### src/rtl/add_operand_sequencer_pkg.sv
// Shared definitions for the add operand sequencer: state encoding and the
// default byte width.
package add_operand_sequencer_pkg;

  localparam int WIDTH_DEFAULT = 8;

  typedef enum logic [1:0] {
    LOAD_A = 2'd0,
    LOAD_B = 2'd1,
    OUT    = 2'd2
  } state_e;

endpackage : add_operand_sequencer_pkg

### src/rtl/add_operand_sequencer_add_core.sv
// Combinational byte adder {cout, sum} = a + b + cin; kept behind a fixed
// port list so a carry-select version can drop in unchanged.
module add_core #(
  parameter int WIDTH = add_operand_sequencer_pkg::WIDTH_DEFAULT
) (
  input  logic [WIDTH-1:0] a_i,
  input  logic [WIDTH-1:0] b_i,
  input  logic             cin_i,
  output logic [WIDTH-1:0] sum_o,
  output logic             cout_o
);

  logic [WIDTH:0] full_sum;

  assign full_sum       = {1'b0, a_i} + {1'b0, b_i} + {{WIDTH{1'b0}}, cin_i};
  assign {cout_o, sum_o} = full_sum;

endmodule : add_core

### src/rtl/add_operand_sequencer.sv
// Collects operand A then B from a shared byte lane, adds them with a chained
// carry, and offers the registered sum downstream over valid/ready.
module add_operand_sequencer
  import add_operand_sequencer_pkg::*;
#(
  parameter int WIDTH       = WIDTH_DEFAULT,
  parameter bit CARRY_CHAIN = 1'b1
) (
  input  logic             clk,
  input  logic             rst,
  input  logic [WIDTH-1:0] in_data,
  input  logic             in_valid,
  input  logic             in_last,
  output logic             in_ready,
  output logic [WIDTH-1:0] out_sum,
  output logic             out_carry,
  output logic             out_last,
  output logic             out_valid,
  input  logic             out_ready,
  output logic             busy
);

  state_e           state_q, state_d;
  logic [WIDTH-1:0] a_q, a_d;
  logic             carry_q, carry_d;
  logic [WIDTH-1:0] sum_q, sum_d;
  logic             cout_q, cout_d;
  logic             last_q, last_d;
  logic             valid_q, valid_d;

  logic [WIDTH-1:0] core_sum;
  logic             core_cout;
  logic             cin_eff;

  assign cin_eff = CARRY_CHAIN ? carry_q : 1'b0;

  add_core #(.WIDTH(WIDTH)) u_add_core (
    .a_i   (a_q),
    .b_i   (in_data),
    .cin_i (cin_eff),
    .sum_o (core_sum),
    .cout_o(core_cout)
  );

  // NOTE: every signal written here gets its hold value first, so no path
  // through the case leaves one unassigned and no latch is inferred.
  always_comb begin
    state_d  = state_q;
    a_d      = a_q;
    carry_d  = carry_q;
    sum_d    = sum_q;
    cout_d   = cout_q;
    last_d   = last_q;
    valid_d  = valid_q;
    in_ready = 1'b0;
    unique case (state_q)
      LOAD_A: begin
        in_ready = 1'b1;
        if (in_valid) begin
          a_d     = in_data;
          state_d = LOAD_B;
        end
      end
      LOAD_B: begin
        in_ready = 1'b1;
        if (in_valid) begin
          sum_d   = core_sum;
          cout_d  = core_cout;
          last_d  = in_last;
          valid_d = 1'b1;
          state_d = OUT;
        end
      end
      OUT: begin
        // The carry survives only into the next byte of the same multi-byte add.
        if (out_ready) begin
          valid_d = 1'b0;
          carry_d = (last_q || !CARRY_CHAIN) ? 1'b0 : cout_q;
          state_d = LOAD_A;
        end
      end
      default: state_d = LOAD_A;
    endcase
  end

  // NOTE: sequential state uses non-blocking assignments so every register
  // samples pre-edge values regardless of statement order.
  always_ff @(posedge clk) begin
    if (rst) begin
      state_q <= LOAD_A;
      a_q     <= '0;
      carry_q <= 1'b0;
      sum_q   <= '0;
      cout_q  <= 1'b0;
      last_q  <= 1'b0;
      valid_q <= 1'b0;
    end else begin
      state_q <= state_d;
      a_q     <= a_d;
      carry_q <= carry_d;
      sum_q   <= sum_d;
      cout_q  <= cout_d;
      last_q  <= last_d;
      valid_q <= valid_d;
    end
  end

  assign out_sum   = sum_q;
  assign out_carry = cout_q;
  assign out_last  = last_q;
  assign out_valid = valid_q;
  assign busy      = (state_q != LOAD_A) || carry_q;

endmodule : add_operand_sequencer

### config.mk
export PLATFORM = sky130hd
export DESIGN_NAME = add_operand_sequencer
export DESIGN_NICKNAME = d
export VERILOG_FILES = /design/src/rtl/add_operand_sequencer_pkg.sv /design/src/rtl/add_operand_sequencer_add_core.sv /design/src/rtl/add_operand_sequencer.sv
export SDC_FILE = /design/constraint.sdc
export NUM_CORES = 1
export LEC_CHECK = 0
export BUFFER_PORTS_ARGS = -buffer_cell sky130_fd_sc_hd__buf_2
export CORE_MARGIN = 2
export CORE_UTILIZATION = 25
export DETAILED_ROUTE_END_ITERATION = 8
export GPL_TIMING_DRIVEN = 0
export PLACE_DENSITY = 0.49
export REMOVE_ABC_BUFFERS = 1
export SLEW_MARGIN = 20
export SYNTH_ARGS = -nofsm -noshare
export SYNTH_HDL_FRONTEND = slang
export SYNTH_SLANG_ARGS = --single-unit
### constraint.sdc
create_clock -name clk -period 5.1 [get_ports clk]
set_input_delay 0.51 -clock clk [delete_from_list [all_inputs] [get_ports clk]]
set_output_delay 0.51 -clock clk [all_outputs]
set_load 0.01 [all_outputs]
Word-level counts from Yosys, hierarchy flattened
Index checks and enable logic that the tools add are counted.

Register bits: 22. Bits of input ports: 13. Output and inout bits: 13. Logic and storage cells: 33.

$add $sub $neg: 2. Equal/unequal tests: 5. Muxes and demuxes: 9. Reduce and logical (&&, ||, !) cells: 10.

Operator list (number): 8-bit by 8-bit adder with 9-bit output (1); 9-bit by 1-bit adder with 9-bit output (1); 2-bit two-way mux (3); 2-bit != test (second input constant) (3); 2-bit one-hot mux with 3 select lines (1); 2-bit AND reduction (3); 3-bit AND reduction (2); 1-bit two-way mux (4); 2-bit nonzero test (2); 2-bit by 1-bit == test with 1-bit output (second input constant) (1); 2-bit == test (second input constant) (1); 2-bit zero test (1); 1-bit one-hot mux with 2 select lines (1); 2-bit OR reduction (1); 1-bit logical OR (1).

Depth between registers and ports, before layout
Gate-level depths: netlist (run 1).

Depth in word-level cells: 3. Mapped depth: 6. Mapped depth without buffers: 6.

By module
A second synthesis (run 1) with hierarchy kept.

Cell total of the unflattened synthesis: 140. Area total of the unflattened synthesis: 1338.8 µm².

By module, submodules not included: add_operand_sequencer (instances 1, cells an instance 98, area each 1007.2 µm², sequential area each 440.4 µm²); add_core (instances 1, cells an instance 42, area each 331.6 µm², sequential area each 0.0 µm²).

Least setup slack after synthesis (run 1)
OpenSTA, ideal clock, no wires.

Path type: input to register. From: input port in_data[0]. To: register cout_q (netlist: out_carry). Library setup time: 0.122 ns. Data arrival time: 2.233 ns. Required time: 4.978 ns. Path slack: 2.745 ns. Cell stages on the path: 6. Path buffers: 0. Cell sequence: fa_1 fa_1 a211o_2 a21o_2 a211oi_1 nor3_1.

Cells in the longest elaborated chain, start to end: 2.

RTL lines: from (decl) (RTL line add_operand_sequencer.sv:11) `input logic [WIDTH-1:0] in_data,`; 8-bit by 8-bit adder with 9-bit output (RTL line add_operand_sequencer_add_core.sv:15) `assign full_sum = {1'b0, a_i} + {1'b0, b_i} + {{WIDTH{1'b0}}, cin_i};`; 9-bit by 1-bit adder with 9-bit output (RTL line add_operand_sequencer_add_core.sv:15); to (signal assigned) (RTL line add_operand_sequencer.sv:102) `cout_q <= cout_d;`; to (decl) (RTL line add_operand_sequencer.sv:27) `logic cout_q, cout_d;`.

Every way passes these cells. A chain may end at the register's enable or synchronous reset.

Worst setup path after layout (run 1)
Ends and elaborated chain as after synthesis.

==> results of run 1 <==
==> power breakdown <==
| part | internal (mW) | switching [mW] |
|---|---|---|
| Combinational | 0.0390 | 0.0484 |
| Clock | 0.0688 | 0.0562 |
| Sequential | 0.183 | 0.00787 |
| Total | 0.291 | 0.112 |
==> metrics by stage <==
stage	utilization, %	hold slack [ns]	cells	power (mW)	worst slack, ns
2_1_floorplan	-	0.465	123	0.252	2.75
3_3_place_gp	30.1	0.438	200	0.279	2.50
3_5_place_dp	30.3	0.447	201	0.283	2.48
4_1_cts	31.6	0.458	205	0.409	2.77
5_1_grt	31.6	0.480	205	0.428	2.67
6_report	31.6	0.454	205	0.403	2.76
==> synthesized netlist by cell type (4+ instances only) <==
cell type / n
a211oi_1: 4
a21oi_1: 9
dfxtp_1: 22
ha_1: 7
inv_1: 4
mux2i_1: 9
nand2_1: 9
nand3_1: 4
nor2_1: 13
nor3_1: 7
o21ai_0: 4
==> tightest hold or removal path, delay by kind of cell, from the launching register on <==
kind / cells / cell delay [ns]
flip-flops: 1 / 0.31
AND/OR/NAND/NOR: 1 / 0.05
AO/OA/AOI/OAI: 1 / 0.05
==> layout make-up <==
cell class                 count  area (um2)  share of cell area, %
timing repair buffer          26         133                   9.45
inverter                       4        15.0                   1.07
sequential                    22         440                   31.4
clock buffer                   4        55.1                   3.92
multi-input combinational     97         696                   49.6
tap                           52        65.1                   4.63
==> sequential cells by signal, summed over array words and instances, names as in the netlist <==
name       cells
state_q        2
out_valid      1
carry_q        1
out_carry      1
out_sum        8
a_q            8
out_last       1
==> final timing paths <==
kind	from	end	slack, ns
min	out_sum[1]	out_sum[1]	0.45
min reg2reg	out_sum[1]	out_sum[1]	0.45
max	in_data[0]	out_carry	2.76
max reg2reg	carry_q	out_carry	2.83
==> routing by layer <==
metal | GRT usage [%] | vias to the layer above
li1 | - | 519
met1 | 12.5 | 475
met2 | 18.0 | 28
met3 | 2.62 | 4
met4 | 5.14 | 0
met5 | 0 | -
==> kinds of logic (layout without fill, tap and decap cells) <==
| group | count (synthesis) | after routing | synth area share [%] |
|---|---|---|---|
| xor gates and xnor gates | 2 | 2 | 1.49 |
| AOI/OAI and AO/OA | 33 | 33 | 19.9 |
| and+or+nand+nor | 44 | 44 | 18.8 |
| adders and majority gates | 9 | 9 | 10.8 |
| DFF | 22 | 22 | 37.4 |
| buffers and inverters | 9 | 34 | 4.03 |
| muxes | 9 | 9 | 7.64 |
==> summary.md, run 1 <==
| Metric | Value |
|---|---|
| Status | `finished, final reports clean` |
| Global-route wire length before repair | `around 4400 um` |
| Commonest non-fill, non-tap cells in the layout | `buf_2, dfxtp_1, nor2_1` |
| Syn. warnings | `0` |
| Final Slew Violations | `0` |
| Top cells by area, synth | `dfxtp_1, mux2i_1, ha_1, nor2_1, a21oi_1` |
| Static Leak | `0.622 nW` |
| Cells after synthesis | `between 100 and 150` |
| Worst path depth | `7` |
| CP max-delay cell | `fa_1` |
| Max Clock Skew | `around 0.0034 ns` |
| Post-synth top area share | `37.4%` |
| Vias in the first global route | `between 900 and 1000` |
| Largest net degree at the start of global routing | `25` |
| Vias/cell | `~5.0` |
| Wl on met1 | `1230 um` |
| Routed WL | `~2600 um` |
| Die area | `5280 um2` |
| Final ANT Viol Nets | `0` |
| Initial antenna violation count | `0` |
| CTS Hold Buffers Added | `0` |
| GR Overflow Total | `0` |
| Layout Cell Area excl Fill | `around 1400 um2` |
| Leading area contributor after synthesis | `dfxtp_1` |
| Max Used Layer | `met4` |
| Clock Path Buffers | `2` |
| CP Cell Sequence | `buf_2 > fa_1 > fa_1 > a211o_2 > a21o_2 > a211oi_1 > nor3_1` |
| Reg2reg path depth | `6` |
| All-Layer GR Usage | `around a tenth` |
| Clock-pin slew on the worst setup and hold paths | `0.08 ns` |
| Power density over the cells | `between 200 and 300 nW/um2` |
| Library cells used by synthesis | `39` |
| Most common cell after layout, fill and taps aside | `buf_2` |
| Max-cap violation count | `0` |
| DP HPWL | `2000 um` |
| Final setup vio count | `0` |
| Routed len/inst | `between 10 and 15 um` |
| Routed met3 length | `146 um` |
| # DRC | `0` |
| Synth Flop Type | `dfxtp_1` |
| Synthesized area per cell | `9.21 um2` |
| Share of cells above drive strength 1 | `23.5%` |
| Postcts setup bufs | `0` |
| Final period util | `a little under half` |
| Cell Area, Placed | `between 1000 and 1500 um2` |
| Cts bufs inserted | `3` |
| # resized after CTS | `0` |
| Antenna diodes | `0` |
| H-Tree Level Count | `1` |
| Hold Crit Class | `reg2reg` |
| Async set-reset flop share out of synthesis | `0%` |
| CP most frequent cell | `fa_1` |
| Max Freq | `428 MHz` |
| Largest stage delay on the critical path | `just under 0.5 ns` |
| CP top delay family | `adder cells` |
| Die H | `72.7 um` |
| Syn Std Cell Area | `1180 um2` |
| TNS Setup | `0 ns` |
| Starting DRT DRC Count | `22` |
| Slew headroom | `71.0%` |
| Unrepaired setup endpoints after global routing | `false` |
| DR pass1 iterations | `4` |
| Critical path required time | `roughly 5.2 ns` |
| Critical path buffer and inverter count | `1` |
| DR vias | `1026` |
| Register area share after synthesis | `37.4%` |
| Clock root buffer | `clkbuf_8` |
| Peak VDD IR | `80.4 uV` |
| Row cnt | `24` |
| Die X | `72.7 um` |
| Worst-Margin Slew | `0.433 ns` |
| Initial Util | `26.5%` |
| Layout area overhead | `19.1%` |
| #FFs+latches synth | `22` |
| CP max FO | `3` |
| Worst skew pair latency | `0.26 ns` |
| Met2 WL | `1230 um` |
| Fillers | `480` |
| Crit path capture type | `flop` |
| Number of flops mapped to enable cells by yosys | `0` |
| Crit Path Class | `in2reg` |
| Gpl congestion | `0.759` |
| I/O pins | `26` |
| Final Hold Vio Count | `0` |
| CTS tree | `yes` |
| Worst Hold Depth | `2` |
| Arrival @ worst endpoint | `2.48 ns` |
| Startpoint Class | `input port` |
| Core footprint | `4440 um2` |
| Sink Count | `22` |
| Minimum clock period | `around 2.3 ns` |
| Nets | `176` |
| Port bufs | `25` |
Power figures use the tool's default switching activity.
==> run 2: changes to the inputs <==
--- a/config.mk
+++ b/config.mk
@@ -5,6 +5,7 @@
 export SDC_FILE = /design/constraint.sdc
 export NUM_CORES = 1
 export LEC_CHECK = 0
+export ABC_AREA = 1
 export BUFFER_PORTS_ARGS = -buffer_cell sky130_fd_sc_hd__buf_2
 export CORE_MARGIN = 2
 export CORE_UTILIZATION = 25
==> constraint.sdc (replaced) <==
create_clock -name clk -period 2.2 [get_ports clk]
set_input_delay 0.22 -clock clk [delete_from_list [all_inputs] [get_ports clk]]
set_output_delay 0.22 -clock clk [all_outputs]
set_load 0.01 [all_outputs]
==> run 2 against run 1 <==
  * Synthesized cell count increased by 21%
  * Setup slack got worse by 2.5 ns
  * First-iteration DRC count increased by 73%
  * Critical path depth increased by 3
  * Utilization decreased by 0.91 points
  * Wire length decreased by 4.4%
  * Largest power group unchanged
  * Non-clock buffer count decreased by 1
  * Area after synthesis increased by 0.21%
  * Count of clock-buffer cells in the layout decreased by 1
  * Largest cell class unchanged
  * Global-route usage increased by 0.31 points
==> summary.md, run 2 <==
| Metric | Value |
|---|---|
| TNS Setup | `0 ns (unchanged)` |
| Max Clock Skew | `0.00350 ns (was 0.00339 ns)` |
| CP Cell Sequence | `fa_1 > fa_1 > nand2_1 > nand2_1 > nand3b_1 > nand2_1 > nand2_1 > nand3_1 > nand2_1 > inv_1 (was buf_2 > fa_1 > fa_1 > a211o_2 > a21o_2 > a211oi_1 > nor3_1)` |
| DP Cell Count | `232 (was 201)` |
| Final period util | `between 80% and 90%` |
| Synthesized area per cell | `7.62 um2 (was 9.21 um2)` |
| Clock share of power | `36.6% (was 31.0%)` |
| Cells after synthesis | `155 (was 128)` |
| Starting DRT DRC Count | `38 (was 22)` |
| Critical path required time | `2.37 ns (was 5.24 ns)` |
| Utilization after layout | `30.7% (was 31.6%)` |
| Critical path buffer and inverter count | `1 (unchanged)` |
| Number of flops mapped to enable cells by yosys | `0 (unchanged)` |
| Non-filler cells, final | `236 (was 205)` |
| Die H | `72.7 um (about the same)` |
| # resized after CTS | `0 (unchanged)` |
| Die X | `72.7 um (about the same)` |
| Post-synth top area share | `37.3% (was 37.4%)` |
| End of the worst hold path | `out_valid (was out_sum[1])` |
| Antenna diodes | `0 (unchanged)` |
| Worst reg2reg startpoint | `a_q[0] (was carry_q)` |
| Routed len/inst | `10.7 um (was 12.9 um)` |
| Vias/cell | `4.38 (was 5.00)` |
| Postcts setup bufs | `0 (unchanged)` |
| Hold Crit Class | `in2reg (was reg2reg)` |
| Largest net degree at the start of global routing | `17 (was 25)` |
| Count leader, synth | `nor2_1 (was dfxtp_1)` |
| Final Hold Vio Count | `0 (unchanged)` |
| CTS Hold Buffers Added | `0 (unchanged)` |
| Hold Startpoint | `rst (was out_sum[1])` |
| DR vias | `1034 (was 1026)` |
| Global-route wire length before repair | `4480 um (was 4440 um)` |
| Clock Path Buffers | `2 (unchanged)` |
| Sink Count | `22 (unchanged)` |
| Post-synth top cells | `nor2_1, nand2_1, dfxtp_1 (was dfxtp_1, nor2_1, a21oi_1, mux2i_1, nand2_1)` |
| Largest stage delay on the critical path | `0.44 ns (was 0.49 ns)` |
| Cts bufs inserted | `3 (unchanged)` |
| Final Slew Violations | `0 (unchanged)` |
| Die area | `5290 um2 (was 5280 um2)` |
| Reg2reg path depth | `10 (was 6)` |
| Static Leak | `0.692 nW (was 0.622 nW)` |
| Initial Util | `25.5% (was 26.5%)` |
| Top cells by area, synth | `dfxtp_1, nor2_1, nand2_1, ha_1, o21ai_0 (was dfxtp_1, mux2i_1, ha_1, nor2_1, a21oi_1)` |
| Leading area contributor after synthesis | `dfxtp_1 (unchanged)` |
| Final setup vio count | `0 (unchanged)` |
| CTS tree | `yes (unchanged)` |
| Most common cell after layout, fill and taps aside | `nor2_1 (was buf_2)` |
| GR Overflow Total | `0 (unchanged)` |
| Register-to-register setup slack | `0.31 ns (was 2.83 ns)` |
| Nets | `205 (was 176)` |
| All-Layer GR Usage | `10.9% (was 10.6%)` |
| Row cnt | `25 (was 24)` |
| Max-cap violation count | `0 (unchanged)` |
| Unrepaired setup endpoints after global routing | `false (unchanged)` |
| Vias in the first global route | `972 (was 993)` |
| Status | `finished, final reports clean (unchanged)` |
| Startpoint Class | `flop (was input port)` |
| Register area share after synthesis | `37.3% (was 37.4%)` |
| CP most frequent cell | `nand2_1 (was fa_1)` |
| I/O pins | `26 (unchanged)` |
| Initial antenna violation count | `0 (unchanged)` |
| Max Freq | `528 MHz` |
| Port bufs | `25 (unchanged)` |
| Crit Path Class | `reg2reg (was in2reg)` |
| CP max-delay cell | `fa_1 (unchanged)` |
| Layout Cell Area excl Fill | `1420 um2 (was 1400 um2)` |
| Synth Flop Type | `dfxtp_1 (unchanged)` |
| Clock-pin slew on the worst setup and hold paths | `0.08 ns (about the same)` |
| Switching part of the total | `26.9% (was 27.9%)` |
| Worst skew pair latency | `0.26 ns (about the same)` |
| Peak VDD IR | `345 uV (was 80.4 uV)` |
| Async set-reset flop share out of synthesis | `0% (unchanged)` |
| Gpl congestion | `0.767 (was 0.759)` |
| DR pass1 iterations | `4 (unchanged)` |
| Layout area overhead | `20.2% (was 19.1%)` |
| Routed WL | `2520 um (was 2640 um)` |
| Final ANT Viol Nets | `0 (unchanged)` |
| Commonest non-fill, non-tap cells in the layout | `nor2_1, buf_2, nand2_1 (was buf_2, dfxtp_1, nor2_1)` |
| Worst-Margin Slew | `0.544 ns (was 0.433 ns)` |
| Setup Slack @ Placement | `0.248 ns (was 2.48 ns)` |
| FF-to-FF End | `out_sum[6] (was out_carry)` |
| Syn Std Cell Area | `1180 um2 (about the same)` |
| Sequential power share | `43.0% (was 47.3%)` |
| Syn. warnings | `0 (unchanged)` |
| #FFs+latches synth | `22 (unchanged)` |
| # DRC | `0 (unchanged)` |
| Minimum clock period | `1.89 ns` |
| Slew headroom | `63.7% (was 71.0%)` |
| Cell Area, Placed | `1350 um2 (unchanged)` |
| Combinational Power Share | `20.4% (was 21.7%)` |
| Arrival @ worst endpoint | `2.07 ns (was 2.48 ns)` |
| H-Tree Level Count | `1 (unchanged)` |
| Crit path capture type | `flop (unchanged)` |
| Core footprint | `4630 um2 (was 4440 um2)` |
| Clock root buffer | `clkbuf_8 (unchanged)` |
| Share of cells above drive strength 1 | `22.5% (was 23.5%)` |
| Power density over the cells | `728 nW/um2 (was 287 nW/um2)` |
| CP top delay family | `adder cells (unchanged)` |
| CP max FO | `3 (unchanged)` |
| DP HPWL | `1890 um (was 2000 um)` |
| Sw power | `279 uW (was 112 uW)` |
| Library cells used by synthesis | `22 (was 39)` |
| Int Power | `756 uW (was 291 uW)` |
| Final WS setup | `0.306 ns (was 2.76 ns)` |
| Worst Hold Depth | `2 (unchanged)` |
run 2: cell count changes after synthesis, sizes merged, moves of 3 or more:
cell,before,now
nor3,7,0
nand3,4,12
or3,3,0
a211oi,5,2
nand2,9,26
a211o,3,0
a21o,3,0
o21ai,4,14
inv,4,19
buf,4,1
nor2,13,30
mux2i,9,0
run 2: worst max-delay path by stage:
stage	startpoint	end	slack (ns)	cells past startpoint
floorplan	a_q[0]	out_sum[6]	0.48	10
global placement	in_data[0]	out_sum[6]	0.24	11
finish	a_q[0]	out_sum[6]	0.31	10
CTS	a_q[0]	out_sum[6]	0.30	10
detailed placement	in_data[0]	out_sum[6]	0.25	11
global route	a_q[0]	out_sum[6]	0.09	10
run 2: kinds of logic (layout without fill, tap and decap cells):
logic type | Yosys count | after routing | synth area share, %
compound gates | 28 | 28 | 14.5
flops | 22 | 22 | 37.3
xor+xnor | 1 | 1 | 0.742
fa+ha+maj | 9 | 9 | 10.8
simple gates | 74 | 74 | 28.3
buf+inv | 21 | 48 | 8.37
run 2: routing by layer:
metal  share of wire [%]  wire (um)  global-route usage [%]  up-vias
met4                0.67         17                    2.47        0
met1                  50       1270                    15.1      455
met5                   0          0                       0        -
met3                 4.9        123                    3.45        2
li1                    -          -                       -      558
met2                  44       1110                    16.7       19
run 2: cell type report:
type | count | area, um2
clock inverters | 1 | 30.0
fillers | 524 | 3210
inverters | 19 | 73.8
flip-flops and latches | 22 | 440
clock buffers | 3 | 41.3
repair buffers | 25 | 125
well taps | 54 | 67.6
multi-input cells | 112 | 642
run 2: stage by stage:
step | hold WS (ns) | power [mW]
detailed placement | 0.450 | 0.669
finish | 0.201 | 1.03
floorplan | 0.289 | 0.604
global route | 0.221 | 1.11
global placement | 0.448 | 0.669
CTS | 0.197 | 1.06
run 2: power groups by stage:
| stage | logic, mW | registers [mW] | clock network (mW) |
|---|---|---|---|
| 6_report | 0.211 | 0.445 | 0.378 |
| 5_1_grt | 0.249 | 0.449 | 0.408 |
| 4_1_cts | 0.215 | 0.445 | 0.399 |
| 3_5_place_dp | 0.214 | 0.455 | 0 |
| 3_3_place_gp | 0.214 | 0.455 | 0 |
| 2_1_floorplan | 0.146 | 0.459 | 0 |
==> run 3: changes to the inputs <==
--- a/config.mk
+++ b/config.mk
@@ -7,7 +7,7 @@
 export LEC_CHECK = 0
 export ABC_AREA = 1
 export BUFFER_PORTS_ARGS = -buffer_cell sky130_fd_sc_hd__buf_2
-export CORE_MARGIN = 2
+export CORE_MARGIN = 5
 export CORE_UTILIZATION = 25
 export DETAILED_ROUTE_END_ITERATION = 8
 export GPL_TIMING_DRIVEN = 0
==> run 3 against run 2 <==
  * Global-route usage decreased by 1.7 points
  * Sequential cell count unchanged
  * Non-clock buffer count unchanged
  * Sequential share of layout area unchanged
  * Critical path depth unchanged
  * Largest power group unchanged
  * Highest routed layer is now met3
==> summary.md, run 3 (synthesized netlist as in run 2, its figures left out) <==
| Metric | Value |
|---|---|
| # DRC | `0 (unchanged)` |
| Row cnt | `25 (unchanged)` |
| Utilization after layout | `30.5% (was 30.7%)` |
| Worst-Margin Slew | `0.529 ns (was 0.544 ns)` |
| Clock-pin slew on the worst setup and hold paths | `0.08 ns (about the same)` |
| Status | `finished, final reports clean (unchanged)` |
| Max Freq | `532 MHz (was 528 MHz)` |
| Antenna diodes | `0 (unchanged)` |
| Tot Pwr | `1.04 mW (was 1.03 mW)` |
| Gpl congestion | `0.761 (was 0.767)` |
| Startpoint Class | `flop (unchanged)` |
| Global-route wire length before repair | `4620 um (was 4480 um)` |
| TNS Setup | `0 ns (unchanged)` |
| Final ANT Viol Nets | `0 (unchanged)` |
| Unrepaired setup endpoints after global routing | `false (unchanged)` |
| All-Layer GR Usage | `9.22% (was 10.9%)` |
| Slew headroom | `64.7% (was 63.7%)` |
| GR Overflow Total | `0 (unchanged)` |
| Final period util | `85.5% (was 86.1%)` |
| Layout area overhead | `20.2% (unchanged)` |
| Minimum clock period | `1.88 ns (was 1.89 ns)` |
| Cts bufs inserted | `3 (unchanged)` |
| Static Leak | `0.692 nW (unchanged)` |
| Hold Crit Class | `in2reg (unchanged)` |
| Die X | `78.7 um (was 72.7 um)` |
| Power density over the cells | `730 nW/um2 (was 728 nW/um2)` |
| CTS Hold Buffers Added | `0 (unchanged)` |
| Worst skew pair latency | `0.26 ns (about the same)` |
| # resized after CTS | `0 (unchanged)` |
| Clock root buffer | `clkbuf_8 (unchanged)` |
| Die area | `6200 um2 (was 5290 um2)` |
| Min Hold Slack | `0.199 ns (was 0.201 ns)` |
| Initial antenna violation count | `0 (unchanged)` |
| Clock Path Buffers | `2 (unchanged)` |
| DR vias | `1012 (was 1034)` |
| Setup Slack @ Placement | `0.260 ns (was 0.248 ns)` |
| Starting DRT DRC Count | `24 (was 38)` |
| Postcts setup bufs | `0 (unchanged)` |
| Crit Path Class | `reg2reg (unchanged)` |
| Peak VDD IR | `298 uV (was 345 uV)` |
| Sink Count | `22 (unchanged)` |
| Routed WL | `2520 um (about the same)` |
| Share of cells above drive strength 1 | `22.5% (unchanged)` |
| Routed len/inst | `10.7 um (about the same)` |
| Final setup vio count | `0 (unchanged)` |
| Initial Util | `25.3% (was 25.5%)` |
| Largest net degree at the start of global routing | `17 (unchanged)` |
| Vias/cell | `4.29 (was 4.38)` |
| Final Slew Violations | `0 (unchanged)` |
| Critical path required time | `2.37 ns (about the same)` |
| Final WS setup | `0.319 ns (was 0.306 ns)` |
| Vias in the first global route | `1023 (was 972)` |
| DP HPWL | `1970 um (was 1890 um)` |
| Arrival @ worst endpoint | `2.05 ns (was 2.07 ns)` |
| Port bufs | `25 (unchanged)` |
| Crit path capture type | `flop (unchanged)` |
| Max Clock Skew | `0.00176 ns (was 0.00350 ns)` |
| Most common cell after layout, fill and taps aside | `nor2_1 (unchanged)` |
| Die H | `78.7 um (was 72.7 um)` |
| I/O pins | `26 (unchanged)` |
| CTS tree | `yes (unchanged)` |
| Max-cap violation count | `0 (unchanged)` |
| Core footprint | `4660 um2 (was 4630 um2)` |
| Final Hold Vio Count | `0 (unchanged)` |
| H-Tree Level Count | `1 (unchanged)` |
| DR pass1 iterations | `4 (unchanged)` |
| CP max FO | `3 (unchanged)` |
| Nets | `205 (unchanged)` |
| Commonest non-fill, non-tap cells in the layout | `nor2_1, buf_2, nand2_1 (unchanged)` |
run 3: cell counts in the layout (fill, tap and decap cells not counted):
No cell type changed its count.
run 3: metal layers:
layer / global-route usage, % / routed length (um) / up-vias
met5: 0 / 0 / -
met4: 1.05 / 0 / 0
met3: 3.40 / 141 / 0
met2: 15.0 / 1060 / 20
met1: 12.0 / 1320 / 430
li1: - / - / 562
run 3: area by class of cell:
cell class	count	area, um2
clock inverters	1	30.0
inverters	19	73.8
well taps	54	67.6
repair buffers	25	125
flip-flops and latches	22	440
clock buffers	3	41.3
multi-input cells	112	642
fillers	513	3240
run 3: path summary, 6_finish.rpt:
| kind | slack, ns | endpoint | cells after the start | startpoint |
|---|---|---|---|---|
| worst max-delay path | 0.32 | out_sum[6] | 10 | a_q[0] |
| worst min register to register | 0.46 | out_valid | 2 | out_valid |
| worst max register to register | 0.32 | out_sum[6] | 10 | a_q[0] |
| worst min-delay path | 0.20 | out_valid | 2 | rst |
run 3: report_power, final:
group          switching [mW]  internal (mW)
Clock                   0.138          0.243
Sequential             0.0178          0.427
Combinational           0.125         0.0857
Total                   0.280          0.756
run 3: worst max-delay path: stages (launching register included):
cell	delay (ns)
dfxtp_1	0.33
fa_1	0.44
fa_1	0.43
nand2_1	0.09
nand2_1	0.08
nand3b_1	0.12
nand2_1	0.08
nand2_1	0.06
nand3_1	0.06
nand2_1	0.06
inv_1	0.03
run 3: per-stage QoR:
step	std cells	area [um2]
global placement	232	1350
finish	236	1420
floorplan	153	1160
CTS	236	1420
global route	236	1420
detailed placement	232	1350
